$ cat config.mk
export PLATFORM = sky130hd
export DESIGN_NAME = rvm_mem_ctrl
export DESIGN_NICKNAME = d
export VERILOG_FILES = /design/src/rtl/rvm_mem_ctrl.sv
export SDC_FILE = /design/constraint.sdc
export NUM_CORES = 1
export LEC_CHECK = 0
export ABC_AREA = 1
export BUFFER_PORTS_ARGS = -buffer_cell sky130_fd_sc_hd__buf_2
export CAP_MARGIN = 40
export CORE_MARGIN = 2
export CORE_UTILIZATION = 35
export CTS_BUF_LIST = sky130_fd_sc_hd__clkbuf_16
export DETAILED_ROUTE_END_ITERATION = 6
export HOLD_SLACK_MARGIN = 0.08
export PLACE_DENSITY = 0.75
export REMOVE_ABC_BUFFERS = 1
export SETUP_SLACK_MARGIN = 0.1
export SYNTH_ARGS = -nofsm -noshare
export SYNTH_HDL_FRONTEND = slang
export SYNTH_SLANG_ARGS = --single-unit
$ cat constraint.sdc
create_clock -name clk -period 6.1 [get_ports clk]
set_input_delay 1.22 -clock clk [delete_from_list [all_inputs] [get_ports clk]]
set_output_delay 1.22 -clock clk [all_outputs]
set_load 0.005 [all_outputs]
$ cat src/rtl/rvm_mem_ctrl.sv
// rvm_mem_ctrl: bridges the core's c_en/b_en memory port to a single-port
// synchronous SRAM with registered read data and fixed wait states.
module rvm_mem_ctrl #(
    parameter logic [31:0] BASE_ADDR   = 32'h0000_0000,
    parameter int unsigned ADDR_W      = 14,
    parameter int unsigned WAIT_CYCLES = 1
) (
    input  logic              clk,
    input  logic              reset,
    input  logic [31:0]       core_addr,
    input  logic [31:0]       core_wdata,
    input  logic              core_c_en,
    input  logic [3:0]        core_b_en,
    output logic [31:0]       core_rdata,
    output logic              core_error,
    output logic              core_stall,
    output logic              sram_cs,
    output logic [3:0]        sram_we,
    output logic [ADDR_W-1:0] sram_addr,
    output logic [31:0]       sram_wdata,
    input  logic [31:0]       sram_rdata
);

    typedef enum logic [2:0] {
        IDLE,
        ACCESS,
        WAIT,
        DONE,
        ERR
    } state_t;

    // 33 bits so that a 30-bit word address does not overflow the span.
    localparam logic [32:0] SPAN      = 33'd4 << ADDR_W;
    localparam logic [3:0]  WAIT_INIT = 4'(WAIT_CYCLES - 1);

    state_t              state_q, state_d;
    logic [3:0]          cnt_q, cnt_d;
    logic [31:0]         rdata_q;
    logic                read_q;
    logic                cs_q;
    logic [3:0]          we_q;
    logic [ADDR_W-1:0]   addr_q;
    logic [31:0]         wdata_q;

    logic [31:0]         offset;
    logic                legal;
    logic                accept;

    // Addresses below BASE wrap to large offsets and fail the range test.
    assign offset = core_addr - BASE_ADDR;
    assign legal  = (core_addr[1:0] == 2'b00) && ({1'b0, offset} < SPAN);
    assign accept = (state_q == IDLE) && core_c_en && legal;

    // Next-state and wait counter: fixed ACCESS -> WAIT* -> DONE sequence.
    always_comb begin
        state_d = state_q;
        cnt_d   = cnt_q;
        unique case (state_q)
            IDLE: begin
                if (core_c_en) begin
                    state_d = legal ? ACCESS : ERR;
                end
            end
            ACCESS: begin
                cnt_d   = WAIT_INIT;
                state_d = WAIT;
            end
            WAIT: begin
                if (cnt_q == 4'd0) begin
                    state_d = DONE;
                end else begin
                    cnt_d = cnt_q - 4'd1;
                end
            end
            DONE, ERR: begin
                state_d = IDLE;
            end
            default: begin
                state_d = IDLE;
            end
        endcase
    end

    // State register and wait counter.
    always_ff @(posedge clk or posedge reset) begin
        if (reset) begin
            state_q <= IDLE;
            cnt_q   <= 4'd0;
        end else begin
            state_q <= state_d;
            cnt_q   <= cnt_d;
        end
    end

    // SRAM request registers and read-data capture.
    always_ff @(posedge clk or posedge reset) begin
        if (reset) begin
            cs_q    <= 1'b0;
            we_q    <= 4'b0000;
            addr_q  <= '0;
            wdata_q <= 32'd0;
            read_q  <= 1'b0;
            rdata_q <= 32'd0;
        end else begin
            cs_q <= accept;
            we_q <= accept ? core_b_en : 4'b0000;
            if (accept) begin
                addr_q  <= offset[ADDR_W+1:2];
                wdata_q <= core_wdata;
                read_q  <= (core_b_en == 4'b0000);
            end
            // First WAIT cycle is the one right after sram_cs.
            if (state_q == WAIT && cnt_q == WAIT_INIT) begin
                rdata_q <= sram_rdata;
            end
        end
    end

    assign sram_cs    = cs_q;
    assign sram_we    = we_q;
    assign sram_addr  = addr_q;
    assign sram_wdata = wdata_q;

    assign core_rdata = (state_q == DONE && read_q) ? rdata_q : 32'd0;
    assign core_error = (state_q == ERR);
    assign core_stall = core_c_en && (state_q != DONE) && (state_q != ERR);

endmodule
Yosys cells after proc, flatten, opt, wreduce, memory -nomap -nowiden
Cells that the tools add are included.

word-level totals
  register bits after elaboration = 91
  bits of input ports = 103
  output and inout port bits = 85
  logic and storage cells = 41

cells by class
  add/sub/neg operators = 1
  $lt $le $gt $ge = 1
  equal/unequal tests = 9
  mux-type cells = 8
  reductions and logical operators = 14

operator list
  kind                    number
  $lt A32 B17 Y1 const B  1
  $mux W32                1
  $mux W3                 3
  $pmux W3 S3             1
  $logic_not A4 Y1        2
  $mux W4                 2
  $pmux W4 S2             1
  $logic_and A1 B1 Y1     7
  $eq A3 B2 Y1 const B    2
  $ne A2 B2 Y1 const B    3
  $reduce_and A2 Y1       2
  $sub A4 B1 Y4 const B   1
  $eq A3 B1 Y1 const B    1
  $eq A3 B3 Y1 const B    1
  $logic_not A3 Y1        1
  $ne A3 B2 Y1 const B    1
  $ne A3 B3 Y1 const B    1
  $logic_not A2 Y1        1
  $reduce_bool A2 Y1      1

Longest topological paths before layout
  depth after elaboration = 5
  gate-level depth with buffers = 9
  depth with buffers taken out = 8

Worst setup path before layout
Ideal clock, no wire load.

  path kind = input -> output
  from = in core_c_en
  to = out core_stall
  arrival time = 1524 ps
  required time = 4880 ps
  slack = 3356 ps
  stages = 2
  buffers on the path = 0
  path through = inv_1 > nor3_1

on the way
  word-level cells in the longest chain between the ends = 2

RTL lines
  item                               RTL line  text
  start, declared                    12        input logic core_c_en,
  $logic_and A1 B1 Y1 (2 in series)  126       assign core_stall = core_c_en && (state_q != DONE) && (state_q != ERR);
  end, declared                      16        output logic core_stall,

Every way passes these cells.

Worst setup path after layout
Same ends and word-level chain as after synthesis.

==> run metrics <==
largest net degree at the start of global routing=56; Arrival @ worst endpoint=1790 ps; Hold Crit Endpoint=sram_wdata[22]; EDFF count, synth=0; number of nets in the layout=743; library cell used as clock root buffer=sky130_fd_sc_hd__clkbuf_16; worst-case vdd ir drop=98.8 uV; detailed placer's ending HPWL=6670 um; total detailed-routing wirelength=9300 um; Setup Fix Bufs, Post-CTS=0; Crit. End Element=primary output; die span in x=112 um; number of maximum-capacitance constraint violations=0; Critical Path Fanout Max=7; initial core utilization=35.8%; type of the worst setup path=primary input to primary output; Total Die Area=0.0125 sq mm; async set or reset register ratio after synthesis=100%; TritonCTS clock tree=done; detailed-route wire length per cell=11.8 um; startpoint of the worst hold path=sram_wdata[22]; synthesis warning total=0; number of antenna violations at the first check in global routing=0; worst reg-to-reg setup slack=3990 ps; first-pass GRT wire length=16200 um; time the final worst path needs with I/O delays and setup=3010 ps; cell with the most instances after synthesis=sky130_fd_sc_hd__nand2_1; total CTS buffers=9; die height=112 um; top-level I/O count=188; dominant cell type by area after synthesis=sky130_fd_sc_hd__dfrtp_1; Post-Synthesis Cell Area=0.00407 sq mm; vias in the first global route=3569; ranking of synthesized cells by area=sky130_fd_sc_hd__dfrtp_1, sky130_fd_sc_hd__nand2_1, sky130_fd_sc_hd__nand3_2, sky130_fd_sc_hd__nor2_1, sky130_fd_sc_hd__inv_1; Global Route Usage Sum=15.7%; power per cell area=236 mW/mm^2; first-pass iteration count of the detailed router=4; endpoint of the lowest-slack register-to-register path=sram_addr[3]; layout overhead on the synthesized area=32.2%; weighted congestion at the end of routability-driven global placement=0.744; Required @ worst endpoint=4880 ps; number of placement rows=39; clock tree buffer depth=2; register area share after synthesis=55.9%; DP Cell Count=771; setup total negative slack=0 ps; final worst clock skew=5.53 ps; worst-case headroom to the max-slew limit=54.0%; quantity of hold-fixing buffers added after cts=0; RR Startpoint=state_q[2]; Least-Margin Pin Slew=690 ps; detailed router's first-iteration violation count=129; Synth Instances=459; number of nets still failing antenna checks after routing=0; number of port buffers=187; Post-Layout Cell Count=787; number of synthesized register bits=91; worst reg2reg path depth=8; run status=finished clean; crit share post-route=49.4%; count of antenna diodes in the layout=0; worst hold-check path type=flip-flop to flip-flop; Filler Cells Inserted=1117; most instantiated cells after synthesis=sky130_fd_sc_hd__nand2_1, sky130_fd_sc_hd__dfrtp_1, sky130_fd_sc_hd__nor2_1; level count of the clock H-tree=3; unique cell type count in the Yosys netlist=26; area share of the largest cell type after synthesis=55.9%; routed via count divided by cell count=4.42; cell leakage power=3.20 nW; post-synthesis average cell area=8.87 sq um; vias=3475; total congestion overflow after global routing=0; DRC violation count after routing=0; Reg clk slew, reported paths=60 ps; number of sinks on the clock net=91; endpoints failing setup=0; # resized after CTS=0; minimum hold slack=477 ps; kind of launch point of the worst setup path=primary input; most instantiated flip-flop cell in the synthesis netlist=sky130_fd_sc_hd__dfrtp_1; cell depth of the worst hold path=2; FMAX=332 MHz; number of hold-slack violations in the final timing report=0; Clock Latency Late Sink=330 ps; core area=0.0114 sq mm; number of pins with negative max-slew slack in the final report=0; setup repair after global routing missed its margin=false; proportion of layout cells with a drive suffix above 1=38.2%
==> metal layers <==
layer | part of all wire, % | vias to the layer above | track usage [%]
met5 | 0 | - | 0
met4 | 1.6 | 0 | 6.34
met3 | 7.0 | 11 | 3.76
met2 | 47 | 117 | 26.0
met1 | 44 | 1562 | 19.9
li1 | - | 1785 | -
==> registers in the layout (all words and copies together), names as in the netlist <==
register / count
rdata_q: 32
read_q: 1
sram_we: 4
sram_cs: 1
state_q: 3
sram_addr: 14
cnt_q: 4
sram_wdata: 32
==> how the worst max path moves through the flow <==
stage,start,endpoint,cells after the start
2_1_floorplan,core_c_en,read_q,5
3_3_place_gp,core_c_en,core_stall,4
3_5_place_dp,core_c_en,core_stall,4
4_1_cts,core_c_en,core_stall,4
5_1_grt,state_q[1],core_rdata[5],6
6_report,core_c_en,core_stall,4
==> placed cells by master (no fill, tap or decap) <==
| cell | count |
|---|---|
| sky130_fd_sc_hd__a21oi_1 | 34 |
| sky130_fd_sc_hd__and2_1 | 1 |
| sky130_fd_sc_hd__buf_12 | 1 |
| sky130_fd_sc_hd__buf_2 | 187 |
| sky130_fd_sc_hd__buf_4 | 4 |
| sky130_fd_sc_hd__buf_8 | 1 |
| sky130_fd_sc_hd__bufinv_16 | 2 |
| sky130_fd_sc_hd__clkbuf_16 | 9 |
| sky130_fd_sc_hd__clkinv_2 | 3 |
| sky130_fd_sc_hd__clkinvlp_4 | 1 |
| sky130_fd_sc_hd__dfrtp_1 | 91 |
| sky130_fd_sc_hd__ha_1 | 1 |
| sky130_fd_sc_hd__inv_1 | 48 |
| sky130_fd_sc_hd__inv_2 | 4 |
| sky130_fd_sc_hd__nand2_1 | 107 |
| sky130_fd_sc_hd__nand2_2 | 1 |
| sky130_fd_sc_hd__nand3_1 | 23 |
| sky130_fd_sc_hd__nand3_2 | 30 |
| sky130_fd_sc_hd__nand4_1 | 2 |
| sky130_fd_sc_hd__nor2_1 | 77 |
| sky130_fd_sc_hd__nor2_4 | 3 |
| sky130_fd_sc_hd__nor3_1 | 7 |
| sky130_fd_sc_hd__nor4_1 | 1 |
| sky130_fd_sc_hd__o21ai_0 | 4 |
| sky130_fd_sc_hd__o22ai_1 | 1 |
| sky130_fd_sc_hd__or2_1 | 1 |
==> critical path: stages <==
cell and delay (ps):
sky130_fd_sc_hd__buf_2 80, sky130_fd_sc_hd__inv_1 120, sky130_fd_sc_hd__nor3_1 220, sky130_fd_sc_hd__buf_2 140
==> power by group <==
group / internal [mW] / switching (mW)
combinational: 0.0319 / 0.0451
sequential: 0.615 / 0.00294
clock: 0.354 / 0.219
total: 1.00 / 0.267
==> final cells by class <==
cell class,count,area [sq um],area share [%]
sequential,91,2280,42.3
inverter,51,193,3.58
clock inverter,7,85.1,1.58
tap,143,179,3.32
multi-input combinational,293,1420,26.4
clock buffer,9,225,4.19
timing repair buffer,193,1000,18.6
==> metrics by stage <==
step | util, % | setup WS [ps] | instance area (sq um) | power, mW
after floorplan | - | 1360 | 3880 | 0.660
after detailed placement | 44.6 | 3090 | 5070 | 0.708
after CTS | 47.3 | 3090 | 5380 | 1.29
after global placement | 44.3 | 3090 | 5040 | 0.706
final | 47.3 | 3090 | 5380 | 1.27
after global routing | 47.3 | 3060 | 5380 | 1.33
==> cell families (layout without fill, tap and decap cells) <==
| logic type | Yosys count | count (layout) | share of synthesized area (%) |
|---|---|---|---|
| AND/OR/NAND/NOR | 253 | 253 | 29.7 |
| flip-flops | 91 | 91 | 55.9 |
| buffers and inverters | 75 | 260 | 9.28 |
| AO/OA/AOI/OAI | 39 | 39 | 4.82 |
| adder cells (fa/ha/maj) | 1 | 1 | 0.307 |
Note: power is estimated with default switching activity, not from simulation.
